==> src/rtl/mau_pkg.sv <==
// Shared encodings and helpers for the data-RAM access unit (mem_access_unit).
package mau_pkg;

  localparam int DATA_W = 32;

  typedef enum logic [1:0] {
    SZ_BYTE = 2'b00,
    SZ_HALF = 2'b01,
    SZ_WORD = 2'b10
  } size_e;

  typedef enum logic [1:0] {
    IDLE  = 2'b00,
    READ  = 2'b01,
    WRITE = 2'b10,
    RESP  = 2'b11
  } state_e;

  // Encoding 2'b11 carries no meaning of its own and behaves as a word access.
  function automatic size_e norm_size(input logic [1:0] sz);
    case (sz)
      2'b00:   return SZ_BYTE;
      2'b01:   return SZ_HALF;
      default: return SZ_WORD;
    endcase
  endfunction

  function automatic logic is_misaligned(input size_e sz, input logic [1:0] off);
    case (sz)
      SZ_HALF: return off[0];
      SZ_WORD: return |off;
      default: return 1'b0;
    endcase
  endfunction

endpackage

==> src/rtl/mem_access_unit_if.sv <==
// Pipeline request/response channel plus the RAM port; slave is the unit, master is the pipeline/RAM side.
interface mem_access_unit_if
  import mau_pkg::*;
#(
  parameter int MEM_AW = 16
);
  logic              req_valid;
  logic              req_ready;
  logic              req_rw;
  logic [1:0]        req_size;
  logic              req_signed;
  logic [MEM_AW+1:0] req_addr;
  logic [DATA_W-1:0] req_wdata;
  logic              resp_valid;
  logic [DATA_W-1:0] resp_rdata;
  logic              resp_error;
  logic [MEM_AW-1:0] mem_address;
  logic [DATA_W-1:0] mem_data_in;
  logic              mem_rw;
  logic              mem_en;
  logic [DATA_W-1:0] mem_data_out;
  logic              mem_miss;

  modport slave (
    input  req_valid, req_rw, req_size, req_signed, req_addr, req_wdata,
    output req_ready, resp_valid, resp_rdata, resp_error,
    output mem_address, mem_data_in, mem_rw, mem_en,
    input  mem_data_out, mem_miss
  );

  modport master (
    output req_valid, req_rw, req_size, req_signed, req_addr, req_wdata,
    input  req_ready, resp_valid, resp_rdata, resp_error,
    input  mem_address, mem_data_in, mem_rw, mem_en,
    output mem_data_out, mem_miss
  );
endinterface

==> src/rtl/mau_lane_align.sv <==
// Combinational lane logic: extracts/extends a load lane and merges a sub-word store into a read word.
module mau_lane_align
  import mau_pkg::*;
(
  input  logic [DATA_W-1:0] word,
  input  logic [1:0]        offset,
  input  size_e             size,
  input  logic              is_signed,
  input  logic [DATA_W-1:0] wdata,
  output logic [DATA_W-1:0] load_val,
  output logic [DATA_W-1:0] store_word
);

  logic [7:0]  lane_b;
  logic [15:0] lane_h;

  always_comb begin
    lane_b     = word[{offset, 3'b000} +: 8];
    lane_h     = offset[1] ? word[31:16] : word[15:0];
    load_val   = word;
    store_word = wdata;
    case (size)
      SZ_BYTE: begin
        load_val   = {{24{is_signed & lane_b[7]}}, lane_b};
        store_word = word;
        store_word[{offset, 3'b000} +: 8] = wdata[7:0];
      end
      SZ_HALF: begin
        load_val   = {{16{is_signed & lane_h[15]}}, lane_h};
        store_word = offset[1] ? {wdata[15:0], word[15:0]} : {word[31:16], wdata[15:0]};
      end
      default: ;
    endcase
  end

endmodule

==> src/rtl/mem_access_unit.sv <==
// Load/store front end of the data RAM: load/word store 2 cycles, sub-word store 3, +1 per mem_miss; one request in flight.
// MAU_MISALIGN_TRAP_EN: when defined, misaligned requests return resp_error without a RAM access; otherwise they are force-aligned.
module mem_access_unit
  import mau_pkg::*;
#(
  parameter int MEM_AW = 16
)(
  input logic               Clk,
  input logic               Rst,
  mem_access_unit_if.slave  bus
);

  state_e            state;
  size_e             r_size;
  logic [1:0]        r_off;
  logic              r_rw;
  logic              r_signed;
  logic [DATA_W-1:0] r_wdata;

  logic              req_ready;
  logic              resp_valid;
  logic [DATA_W-1:0] resp_rdata;
  logic              resp_error;
  logic [MEM_AW-1:0] mem_address;
  logic [DATA_W-1:0] mem_data_in;
  logic              mem_rw;
  logic              mem_en;

  size_e             acc_size;
  logic [MEM_AW+1:0] acc_addr;
  logic              acc_trap;
  logic [DATA_W-1:0] load_val;
  logic [DATA_W-1:0] store_word;

  always_comb begin
    acc_size = norm_size(bus.req_size);
    acc_addr = bus.req_addr;
`ifdef MAU_MISALIGN_TRAP_EN
    acc_trap = is_misaligned(acc_size, bus.req_addr[1:0]);
`else
    acc_trap = 1'b0;
    if (acc_size == SZ_HALF)
      acc_addr[0] = 1'b0;
    else if (acc_size == SZ_WORD)
      acc_addr[1:0] = 2'b00;
`endif
  end

  // The RAM read is asynchronous, so lanes are taken straight from mem_data_out in READ.
  mau_lane_align u_lane_align (
    .word       (bus.mem_data_out),
    .offset     (r_off),
    .size       (r_size),
    .is_signed  (r_signed),
    .wdata      (r_wdata),
    .load_val   (load_val),
    .store_word (store_word)
  );

  always_ff @(posedge Clk or negedge Rst) begin
    if (!Rst) begin
      state       <= IDLE;
      r_size      <= SZ_BYTE;
      r_off       <= 2'b00;
      r_rw        <= 1'b0;
      r_signed    <= 1'b0;
      r_wdata     <= '0;
      req_ready   <= 1'b1;
      resp_valid  <= 1'b0;
      resp_rdata  <= '0;
      resp_error  <= 1'b0;
      mem_address <= '0;
      mem_data_in <= '0;
      mem_rw      <= 1'b0;
      mem_en      <= 1'b0;
    end else begin
      case (state)
        IDLE: begin
          if (bus.req_valid) begin
            r_size    <= acc_size;
            r_off     <= acc_addr[1:0];
            r_rw      <= bus.req_rw;
            r_signed  <= bus.req_signed;
            r_wdata   <= bus.req_wdata;
            req_ready <= 1'b0;
            if (acc_trap) begin
              state      <= RESP;
              resp_valid <= 1'b1;
              resp_error <= 1'b1;
              resp_rdata <= '0;
            end else if (bus.req_rw && acc_size == SZ_WORD) begin
              state       <= WRITE;
              mem_en      <= 1'b1;
              mem_rw      <= 1'b1;
              mem_address <= acc_addr[MEM_AW+1:2];
              mem_data_in <= bus.req_wdata;
            end else begin
              state       <= READ;
              mem_en      <= 1'b1;
              mem_rw      <= 1'b0;
              mem_address <= acc_addr[MEM_AW+1:2];
            end
          end
        end
        READ: begin
          if (!bus.mem_miss) begin
            if (r_rw) begin
              state       <= WRITE;
              mem_rw      <= 1'b1;
              mem_data_in <= store_word;
            end else begin
              state      <= RESP;
              mem_en     <= 1'b0;
              resp_valid <= 1'b1;
              resp_rdata <= load_val;
            end
          end
        end
        WRITE: begin
          if (!bus.mem_miss) begin
            state      <= RESP;
            mem_en     <= 1'b0;
            mem_rw     <= 1'b0;
            resp_valid <= 1'b1;
            resp_rdata <= '0;
          end
        end
        RESP: begin
          state      <= IDLE;
          req_ready  <= 1'b1;
          resp_valid <= 1'b0;
          resp_rdata <= '0;
          resp_error <= 1'b0;
        end
        default: state <= IDLE;
      endcase
    end
  end

  assign bus.req_ready   = req_ready;
  assign bus.resp_valid  = resp_valid;
  assign bus.resp_rdata  = resp_rdata;
  assign bus.resp_error  = resp_error;
  assign bus.mem_address = mem_address;
  assign bus.mem_data_in = mem_data_in;
  assign bus.mem_rw      = mem_rw;
  assign bus.mem_en      = mem_en;

endmodule

==> src/flat_wrapper.sv <==
// flat-port wrapper written by rule: the top's interface ports become plain ports
module mem_access_unit_flat import mau_pkg::*;
#(
  parameter int MEM_AW = 16
)
  (Clk, Rst, bus_req_valid, bus_req_rw, bus_req_size, bus_req_signed, bus_req_addr, bus_req_wdata, bus_req_ready, bus_resp_valid, bus_resp_rdata, bus_resp_error, bus_mem_address, bus_mem_data_in, bus_mem_rw, bus_mem_en, bus_mem_data_out, bus_mem_miss);
  mem_access_unit_if #(.MEM_AW(MEM_AW)) bus_i ();
  input logic Clk;
  input logic Rst;
  input wire logic [$bits(bus_i.req_valid)-1:0] bus_req_valid;
  input wire logic [$bits(bus_i.req_rw)-1:0] bus_req_rw;
  input wire logic [$bits(bus_i.req_size)-1:0] bus_req_size;
  input wire logic [$bits(bus_i.req_signed)-1:0] bus_req_signed;
  input wire logic [$bits(bus_i.req_addr)-1:0] bus_req_addr;
  input wire logic [$bits(bus_i.req_wdata)-1:0] bus_req_wdata;
  output wire logic [$bits(bus_i.req_ready)-1:0] bus_req_ready;
  output wire logic [$bits(bus_i.resp_valid)-1:0] bus_resp_valid;
  output wire logic [$bits(bus_i.resp_rdata)-1:0] bus_resp_rdata;
  output wire logic [$bits(bus_i.resp_error)-1:0] bus_resp_error;
  output wire logic [$bits(bus_i.mem_address)-1:0] bus_mem_address;
  output wire logic [$bits(bus_i.mem_data_in)-1:0] bus_mem_data_in;
  output wire logic [$bits(bus_i.mem_rw)-1:0] bus_mem_rw;
  output wire logic [$bits(bus_i.mem_en)-1:0] bus_mem_en;
  input wire logic [$bits(bus_i.mem_data_out)-1:0] bus_mem_data_out;
  input wire logic [$bits(bus_i.mem_miss)-1:0] bus_mem_miss;
  assign bus_i.req_valid = bus_req_valid;
  assign bus_i.req_rw = bus_req_rw;
  assign bus_i.req_size = bus_req_size;
  assign bus_i.req_signed = bus_req_signed;
  assign bus_i.req_addr = bus_req_addr;
  assign bus_i.req_wdata = bus_req_wdata;
  assign bus_req_ready = bus_i.req_ready;
  assign bus_resp_valid = bus_i.resp_valid;
  assign bus_resp_rdata = bus_i.resp_rdata;
  assign bus_resp_error = bus_i.resp_error;
  assign bus_mem_address = bus_i.mem_address;
  assign bus_mem_data_in = bus_i.mem_data_in;
  assign bus_mem_rw = bus_i.mem_rw;
  assign bus_mem_en = bus_i.mem_en;
  assign bus_i.mem_data_out = bus_mem_data_out;
  assign bus_i.mem_miss = bus_mem_miss;
  mem_access_unit #(.MEM_AW(MEM_AW)) u_core (.Clk(Clk), .Rst(Rst), .bus(bus_i));
endmodule
==> config.mk <==
export PLATFORM = sky130hd
export DESIGN_NAME = mem_access_unit_flat
export DESIGN_NICKNAME = d
export VERILOG_FILES = /design/src/rtl/mau_pkg.sv /design/src/rtl/mem_access_unit_if.sv /design/src/rtl/mau_lane_align.sv /design/src/rtl/mem_access_unit.sv /design/src/flat_wrapper.sv
export SDC_FILE = /design/constraint.sdc
export NUM_CORES = 1
export LEC_CHECK = 0
export ABC_AREA = 1
export BUFFER_PORTS_ARGS = -buffer_cell sky130_fd_sc_hd__buf_2
export CORE_MARGIN = 10
export CORE_UTILIZATION = 32
export DETAILED_ROUTE_END_ITERATION = 8
export PLACE_DENSITY_LB_ADDON = 0.1
export SYNTH_ARGS = -nofsm -noshare
export SYNTH_HDL_FRONTEND = slang
export SYNTH_HIERARCHICAL = 1
export SYNTH_SLANG_ARGS = --single-unit
export TNS_END_PERCENT = 20
==> constraint.sdc <==
create_clock -name Clk -period 2.4 [get_ports Clk]
set_clock_uncertainty 0.05 [all_clocks]
set_input_delay 0.72 -clock Clk [delete_from_list [all_inputs] [get_ports Clk]]
set_output_delay 0.72 -clock Clk [all_outputs]
set_load 0.005 [all_outputs]
# After elaboration in Yosys (flattened, before gate mapping)
# Index checks and enable logic that the tools add are counted.
# W data, S select, Z words.
# totals
register_bits,124
latch_bits,0
ramBits,0
romBits,0
inputBits,90
out_inout_bits,85
word_cells,87
mem_count,0
# classes
addsub,1
n_mul,0
div,0
order_cmp,0
eq_ne,13
shift,3
mux,40
bitwise,3
n_reduce_logical,14
# ops
operator,n
$mux W32,8
$pmux W32 S2,3
$pmux W32 S3,1
$bwmux W32,1
$shift A8 B7 Y32 const A,1
$shiftx A32 B6 Y8,1
$shiftx A8 B7 Y32,1
$mux W16,1
$mux W1,15
$reduce_and A5 Y1,3
$mux W2,5
$pmux W1 S3,3
$eq A2 B1 Y1 const B,4
$ne A2 B2 Y1 const B,4
$pmux W2 S4,1
$neg A5 Y7,1
$eq A2 B2 Y1 const B,3
$logic_not A2 Y1,3
$ne A2 B1 Y1 const B,2
$pmux W2 S2,1
$reduce_and A2 Y1,2
$reduce_and A4 Y1,1
$reduce_bool A2 Y1,2
$reduce_and A3 Y1,1
other kinds (5),6

# Depth between registers and ports, before layout
# Gate-level depths: netlist (run 1).
# depth
depth_word,7
depth_mapped,16
depth_no_buf,13

# By module
# Netlist (run 1), hierarchy kept.
# modules_own_cells
module,instances,cells_per_inst,area_each_um2,seq_area_each_um2
mem_access_unit,1,674,5450.2,3104.2
mau_lane_align,1,439,2030.7,0.0

# Worst setup path before layout (run 1)
# Ideal clock, no wire load.
# synth_path
path_kind,flip-flop to flip-flop
startpoint,register u_core.r_off[1]
endpoint,"register u_core.mem_data_in[25], in the netlist u_core/bus.mem_data_in[25]"
setup_time_ps,66
arrival_ps,2269
t_required_ps,2284
path_slack_ps,16
stages_incl_launch_ff,12
path_buffers,2
synth_period_minus_slack_ps,2384
path_cell_list,dfrtp_1 inv_2 buf_2 buf_4 ha_1 nor3_1 a21boi_0 nand3_1 nand2_1 nand2_1 nand4_1 nand2_1
# synth_via
elab_chain_cells,7
elab_cells_between_ends,9
classes_between,add/sub: 1; shift: 2; mux: 6
# synth_rtl
element,line,source
from (decl),mem_access_unit.sv:15,logic [1:0] r_off;
from (signal assigned),mem_access_unit.sv:81,r_off <= acc_addr[1:0];
$neg A5 Y7,mau_lane_align.sv:26,"store_word[{offset, 3'b000} +: 8] = wdata[7:0];"
$shiftx A8 B7 Y32 or $shift A8 B7 Y32 (tied branches),mau_lane_align.sv:26,
$bwmux W32,mau_lane_align.sv:26,
$pmux W32 S2 *,mau_lane_align.sv:22,case (size)
net u_core.store_word[25],mem_access_unit.sv:33,logic [DATA_W-1:0] store_word;
$mux W32 *,mem_access_unit.sv:107,if (r_rw) begin
$mux W32 *,mem_access_unit.sv:106,if (!bus.mem_miss) begin
$pmux W32 S2 *,mem_access_unit.sv:77,case (state)
to (signal assigned),mem_access_unit.sv:96,mem_data_in <= bus.req_wdata;
to (signal assigned),mem_access_unit.sv:110,mem_data_in <= store_word;
to (decl),mem_access_unit.sv:25,logic [DATA_W-1:0] mem_data_in;
# Mark *: on every way through the listed nets, which the timed path passes. The rest lies on a longest branch. The select of a mux whose other input is x is not followed.
# A chain may end at the register's enable or synchronous reset.

# Worst setup path after layout (run 1)
# layout_path
startpoint,register u_core.r_off[1]
endpoint,"register u_core.mem_data_in[8], in the netlist u_core/bus.mem_data_in[8]"
# Same word-level chain as after synthesis.

==> results of run 1 <==
==> layout make-up <==
type / count / area share (%)
clock inverter: 14 / 1.96
clock buffer: 18 / 4.62
inverter: 52 / 2.10
timing repair buffer: 201 / 12.3
sequential: 124 / 33.4
multi-input combinational: 878 / 41.4
tap: 313 / 4.21
==> metrics by stage <==
step,utilization [%],power (mW),cells
global placement,38.0,10.1,1568
floorplan,-,7.88,1113
global route,40.7,14.0,1600
CTS,40.7,12.9,1600
finish,40.7,12.8,1600
detailed placement,38.0,10.1,1568
==> state kept, by name, summed over array words and instances (netlist names) <==
signal and count:
u_core/r_size 2, u_core/bus.req_ready 1, u_core/bus.resp_rdata 32, u_core/r_off 2, u_core/r_rw 1, u_core/bus.mem_en 1, u_core/r_wdata 32, u_core/bus.mem_data_in 32
u_core/bus.mem_rw 1, u_core/r_signed 1, u_core/state 2, u_core/bus.resp_valid 1, u_core/bus.mem_address 16
==> cells in the mapped netlist (all sizes together) <==
library cell,number,area share (%)
a21oi,3,0.20
o31ai,1,0.10
ha,10,1.7
dfstp,1,0.35
or2,6,0.50
nand2,643,32
a22oi,5,0.50
a22o,1,0.12
and2,6,0.50
nor2,55,3.0
nand3,38,4.1
o21ai,65,4.4
nor3,2,0.20
inv,51,2.6
buf,50,4.0
clkinv,1,0.050
o211ai,6,0.60
conb,1,0.050
clkbuf,9,0.45
a21boi,1,0.10
dfrtp,123,41
nand4,35,2.9
==> cells in the final DEF (no fill, tap or decap), drive strengths merged <==
cell,count
conb,1
ha,10
nand2,643
and2,6
a22oi,5
clkinv,4
a22o,1
o21ai,65
dfstp,1
dfrtp,123
clkbuf,18
o31ai,1
o211ai,6
or2,6
nand4,35
inv,56
clkinvlp,3
a21oi,3
nand3,38
a21boi,1
nor3,2
bufinv,3
nor2,55
buf,201
==> path summary, 6_finish.rpt <==
check / start / end / slack [ns] / cells after the start
max in group asynchronous: Rst / u_core/bus.req_ready / 1.60 / 2
min in group Clk: u_core/bus.mem_data_in[19] / u_core/bus.mem_data_in[19] / 0.41 / 2
max reg2reg: u_core/r_off[1] / u_core/bus.mem_data_in[8] / 0.31 / 12
max: u_core/r_off[1] / u_core/bus.mem_data_in[8] / 0.31 / 12
min reg2reg: u_core/bus.mem_data_in[19] / u_core/bus.mem_data_in[19] / 0.41 / 2
min: Rst / u_core/bus.mem_data_in[28] / 0.10 / 1
==> report_power, final <==
group / leakage [nW] / internal (mW) / switching (mW)
Clock: 0.289 / 1.65 / 1.09
Combinational: 3.45 / 2.19 / 4.22
Sequential: 1.57 / 3.03 / 0.623
Total: 5.30 / 6.88 / 5.93
==> cell families (layout without fill, tap and decap cells) <==
group                    Yosys count  in the layout  share of synthesized area [%]
adder cells (fa/ha/maj)           10             10                           1.67
flip-flops                       124            124                           41.5
buffers and inverters            111            285                           7.09
other                              1              1                         0.0501
AND/OR/NAND/NOR                  785            785                           43.7
AO/OA/AOI/OAI                     82             82                           6.02
==> critical path, delay by kind of cell, from the launching register on <==
family          cells  cell delay [ns]
compound gates      1             0.19
fa+ha+maj           1             0.31
buf+inv             2             0.15
flops               1             0.46
simple gates        8             0.87
==> metal layers <==
layer	GRT usage (%)	vias to the layer above	wire length (microns)
met3	4.03	27	1400
met4	5.46	0	481
li1	-	3799	-
met1	25.0	3534	13300
met2	30.5	213	13500
met5	0	-	0
==> results.md, run 1 <==
- Mean Syn Cell Area: 6.72 sq um
- Crit. End Element: flip-flop
- Syn nets: roughly 1200
- Layout cell share with drive strength beyond 1: around a fifth
- Clk sink count: 124
- WS Path Type: flip-flop to flip-flop
- First-pass GRT wire length: between 40 and 50 mm
- Initial Util: around a third
- Overflow after GRT: 0
- DR vias/cell: 4.73
- Fmax: ~480 MHz
- Setup repair bufs after CTS: 0
- CP arrival: ~2.4 ns
- Area of the core: 22800 sq um
- Yosys Warn Count: 6
- Slowest CP cell: dfrtp_1
- Outcome: completed
- Max cap viols: 0
- Count of cell types in the netlist: 36
- RSZ-0062 raised after global routing: false
- Clock period minus worst slack: between 2 and 2.5 ns
- CP most frequent cell: nand2_1
- Post-layout worst setup margin: roughly 0.31 ns
- DRT iter0 DRCs: slightly below 500
- Clock tree buffer depth: 2
- DR vias: ~7600
- I/O Buffers: between 150 and 200
- #FFs+latches synth: about 120
- Endpoints failing setup: 0
- Fin crit share: between 80 and 90%
- First-pass detailed-route iteration total: 5
- Area post-placement: 8690 sq um
- Slew headroom: ~51%
- Pwr/cell area: 1380 nW/um^2
- Post-Place Worst Slack: 0.339 ns
- Seq. cell area: about 3100 sq um
- Number of global-route vias before repair: ~7600
- Tightest Hold Check Type: input port to asynchronous set/reset pin
- Wire per inst: about 18 microns
- Crit Path Max Fanout: 7
- CTS tree: built
- Worst path max stage delay: between 0.4 and 0.5 ns
- Initial antenna violation count: 1
- Filler cell count: roughly 2600
- Worst-path cell chain: inv_2 > ha_1 > inv_1 > nor2_1 > nand2_1 > o21ai_0 > nand2_1 > nand2_1 > nand2_1 > nand2_1 > nand4_1 > nand2_1
- ANT nets after route: 0
- Number of core rows: 55
- Multi-input logic area: 3850 sq um
- Largest net degree at the start of global routing: 67
- Setup crit start kind: flip-flop
- Reg clk slew, reported paths: about 0.070 ns
- Number of placed I/O pins: ~180
- H-tree depth: 4
- Die Height: 173 microns
- GRT Overall Usage: about a fifth
- CTS resizes: 0
- Worst-Margin Slew: between 0.7 and 0.8 ns
- Fin nets: roughly 1400
- Final Wtd Congestion: ~0.98
- Drc violations: 0
- Sequential area share after synthesis: slightly above 40%
- Hold Fails Final Rpt: 0
- Antenna Cells: 0
- Post-route cell area: ~9300 sq um
- Cts-stage hold buffer count: 0
- Total negative slack: 0 ns
- Required time worst endpoint: approximately 2.7 ns
- Die width: ~170 microns
- Worst-Skew Late Latency: 0.43 ns
- Final WL: 28.7 mm
- Count of final max-slew check failures: 0
- Post-Syn Instances: about 1100
- Leakage: roughly 5.3 nW
- CTS root buffer: clkbuf_16
- CTS Buf Count: 17
- Post-Synthesis Cell Area: between 7000 and 8000 sq um
- Layout area overhead: 24.3%
- Hold_ws: 0.103 ns
- Die area: between 20000 and 30000 sq um
- Max IR drop VDD: around 0.64 mV
- Dpl hpwl: between 20 and 25 mm
(Power assumes the default switching activity.)
==> inputs of run 2 (changes only) <==
==> constraint.sdc (replaced) <==
create_clock -name Clk -period 2.26 [get_ports Clk]
set_clock_uncertainty 0.05 [all_clocks]
set_input_delay 0.678 -clock Clk [delete_from_list [all_inputs] [get_ports Clk]]
set_output_delay 0.678 -clock Clk [all_outputs]
set_load 0.005 [all_outputs]
==> results.md, run 2 (synthesis results as in run 1) <==
- Max cap viols: 0 (unchanged)
- Critical R2R Launch: u_core/r_off[1]
- H-tree depth: 4 (unchanged)
- WS Path Type: flip-flop to flip-flop
- Pwr/cell area: 1450 nW/um^2 (+5.5%)
- Largest net degree at the start of global routing: 80 (+19%)
- Fmax: 486 MHz (+1.7%)
- Worst-Margin Slew: 0.601 ns (-0.125 ns)
- CP most frequent cell: nand2_1
- Clk sink count: 124 (unchanged)
- Die area: 29900 sq um (unchanged)
- Worst-path cell chain: inv_2 > buf_4 > ha_1 > nand3_1 > o21ai_2 > buf_4 > nand2_1 > nand2_1 > nand2_1 > nand2_1 > nand4_1 > nand2_1
- Wire per inst: 17.9 microns (-0.12%)
- Gate power share: 51.4% (+1.3 points)
- Setup crit start kind: flip-flop
- Fin nets: 1378 (+0.29%)
- Initial Util: 32.7% (unchanged)
- Final Wtd Congestion: 0.973 (-1.1%)
- P_sw: 6.36 mW (+7.2%)
- Most frequent cells in the layout: nand2_1, buf_2, dfrtp_1
- CTS Buf Count: 17 (unchanged)
- CTS root buffer: clkbuf_16
- Number of placed I/O pins: 175 (unchanged)
- Worst-Skew Late Latency: 0.43 ns (about the same)
- Final WL: 28.7 mm (+0.19%)
- Outcome: completed
- Crit. End Element: flip-flop
- Initial antenna violation count: 2 (+1)
- Setup repair bufs after CTS: 0 (unchanged)
- Max IR drop VDD: 0.634 mV (-1.6%)
- Slowest CP cell: dfrtp_1
- Slew headroom: 60.0% (+8.7 points)
- Number of global-route vias before repair: 7780 (+2.4%)
- DR vias/cell: 4.66 (-1.4%)
- RSZ-0062 raised after global routing: false
- Buffers plus inverters on the worst setup path: 3 (+1)
- CTS tree: built
- Final Core Density: 40.6% (-0.049 points)
- DRT iter0 DRCs: 594 (+22%)
- Number of core rows: 55 (unchanged)
- CTS resizes: 0 (unchanged)
- Most common cell after layout, fill and taps aside: nand2_1
- Total negative slack: 0 ns (unchanged)
- Worst path max stage delay: 0.38 ns (-0.08 ns)
- Internal Power: 7.14 mW (+3.9%)
- First-pass detailed-route iteration total: 5 (unchanged)
- Largest regs: u_core/bus.mem_data_in x32, u_core/bus.resp_rdata x32, u_core/r_wdata x32
- Leakage: 5.30 nW (-0.13%)
- Fin crit share: 91.0% (+3.9 points)
- DR vias: 7487 (-1.1%)
- Die width: 173 microns (unchanged)
- Overflow after GRT: 0 (unchanged)
- Area of the core: 22800 sq um (unchanged)
- Count of final max-slew check failures: 0 (unchanged)
- Drc violations: 0 (unchanged)
- GRT Overall Usage: 19.3% (+0.36 points)
- Reg clk slew, reported paths: 0.06 ns (about the same)
- Required time worst endpoint: 2.58 ns (-0.15 ns)
- Worst Setup SP: u_core/r_off[1]
- Dpl hpwl: 21.5 mm (-0.61%)
- Sw frac: 47.1% (+0.79 points)
- Crit Path Max Fanout: 10 (+3)
- Clock power frac: 19.9% (-1.5 points)
- ANT nets after route: 0 (unchanged)
- Clock period minus worst slack: 2.06 ns (-0.0347 ns)
- I/O Buffers: 173 (unchanged)
- CP arrival: 2.38 ns (-0.04 ns)
- Tightest Hold Check Type: input port to asynchronous set/reset pin
- Layout cell share with drive strength beyond 1: 21.6% (+0.40 points)
- Endpoints failing setup: 0 (unchanged)
- Clock tree buffer depth: 2 (unchanged)
- Seq pwr share: 28.7% (+0.2 points)
- Hold Fails Final Rpt: 0 (unchanged)
- First-pass GRT wire length: 45.8 mm (+1.7%)
- Die Height: 173 microns (unchanged)
- Layout area overhead: 24.1%
- Delay-heaviest family, CP: simple AND/OR/NAND/NOR gates
- Cts-stage hold buffer count: 0 (unchanged)
[run 2: area by class of cell]
class                      instances  area (sq um)
fill                            2569         13600
multi-input combinational        878          3870
sequential                       124          3100
timing repair buffer             205          1160
clock buffer                      19           443
tap                              313           392
inverter                          52           195
clock inverter                    13           118
antenna                            1          2.50
[run 2: worst paths after layout]
kind / cells past startpoint / endpoint / slack, ns
hold reg to reg: 2 / u_core/bus.mem_data_in[9] / 0.42
hold / removal: 2 / u_core/bus.mem_address[7] / 0.20
setup / recovery: 12 / u_core/bus.mem_data_in[0] / 0.20
min in group Clk: 3 / u_core/bus.mem_address[14] / 0.38
max in group asynchronous: 2 / u_core/bus.resp_rdata[2] / 1.43
setup reg to reg: 12 / u_core/bus.mem_data_in[0] / 0.20
[run 2: worst register-to-register path, cell delays in order (launching register included)]
cell	delay (ns)
dfrtp_1	0.38
inv_2	0.07
buf_4	0.17
ha_1	0.36
nand3_1	0.14
o21ai_2	0.16
buf_4	0.17
nand2_1	0.06
nand2_1	0.10
nand2_1	0.08
nand2_1	0.08
nand4_1	0.09
nand2_1	0.10
[run 2: metrics by stage]
step	cell area, sq um	setup WS (ns)	power [mW]	hold slack (ns)	cells
final	9290	0.202	13.5	0.202	1605
after CTS	9270	0.207	13.6	0.228	1604
after global routing	9280	0.00875	14.8	0.233	1604
after floorplan	7490	0.0287	8.38	0.332	1113
after detailed placement	8710	0.194	10.9	0.406	1572
after global placement	8710	0.204	10.9	0.403	1572
[run 2: power groups by stage]
stage	Clock, mW	Sequential, mW	Combinational, mW
after floorplan	0	3.82	4.56
after global placement	0	3.91	6.95
after detailed placement	0	3.90	6.98
after CTS	2.76	3.89	6.99
after global routing	2.86	4.02	7.97
final	2.69	3.88	6.94
[run 2: per-layer routing]
layer  vias to the layer above  track usage [%]  wire [microns]
met5                         -                0              10
met3                        33             5.14            1650
met1                      3448             25.6           13500
met2                       198             30.3           13100
li1                       3806                -               -
met4                         2             5.46             481
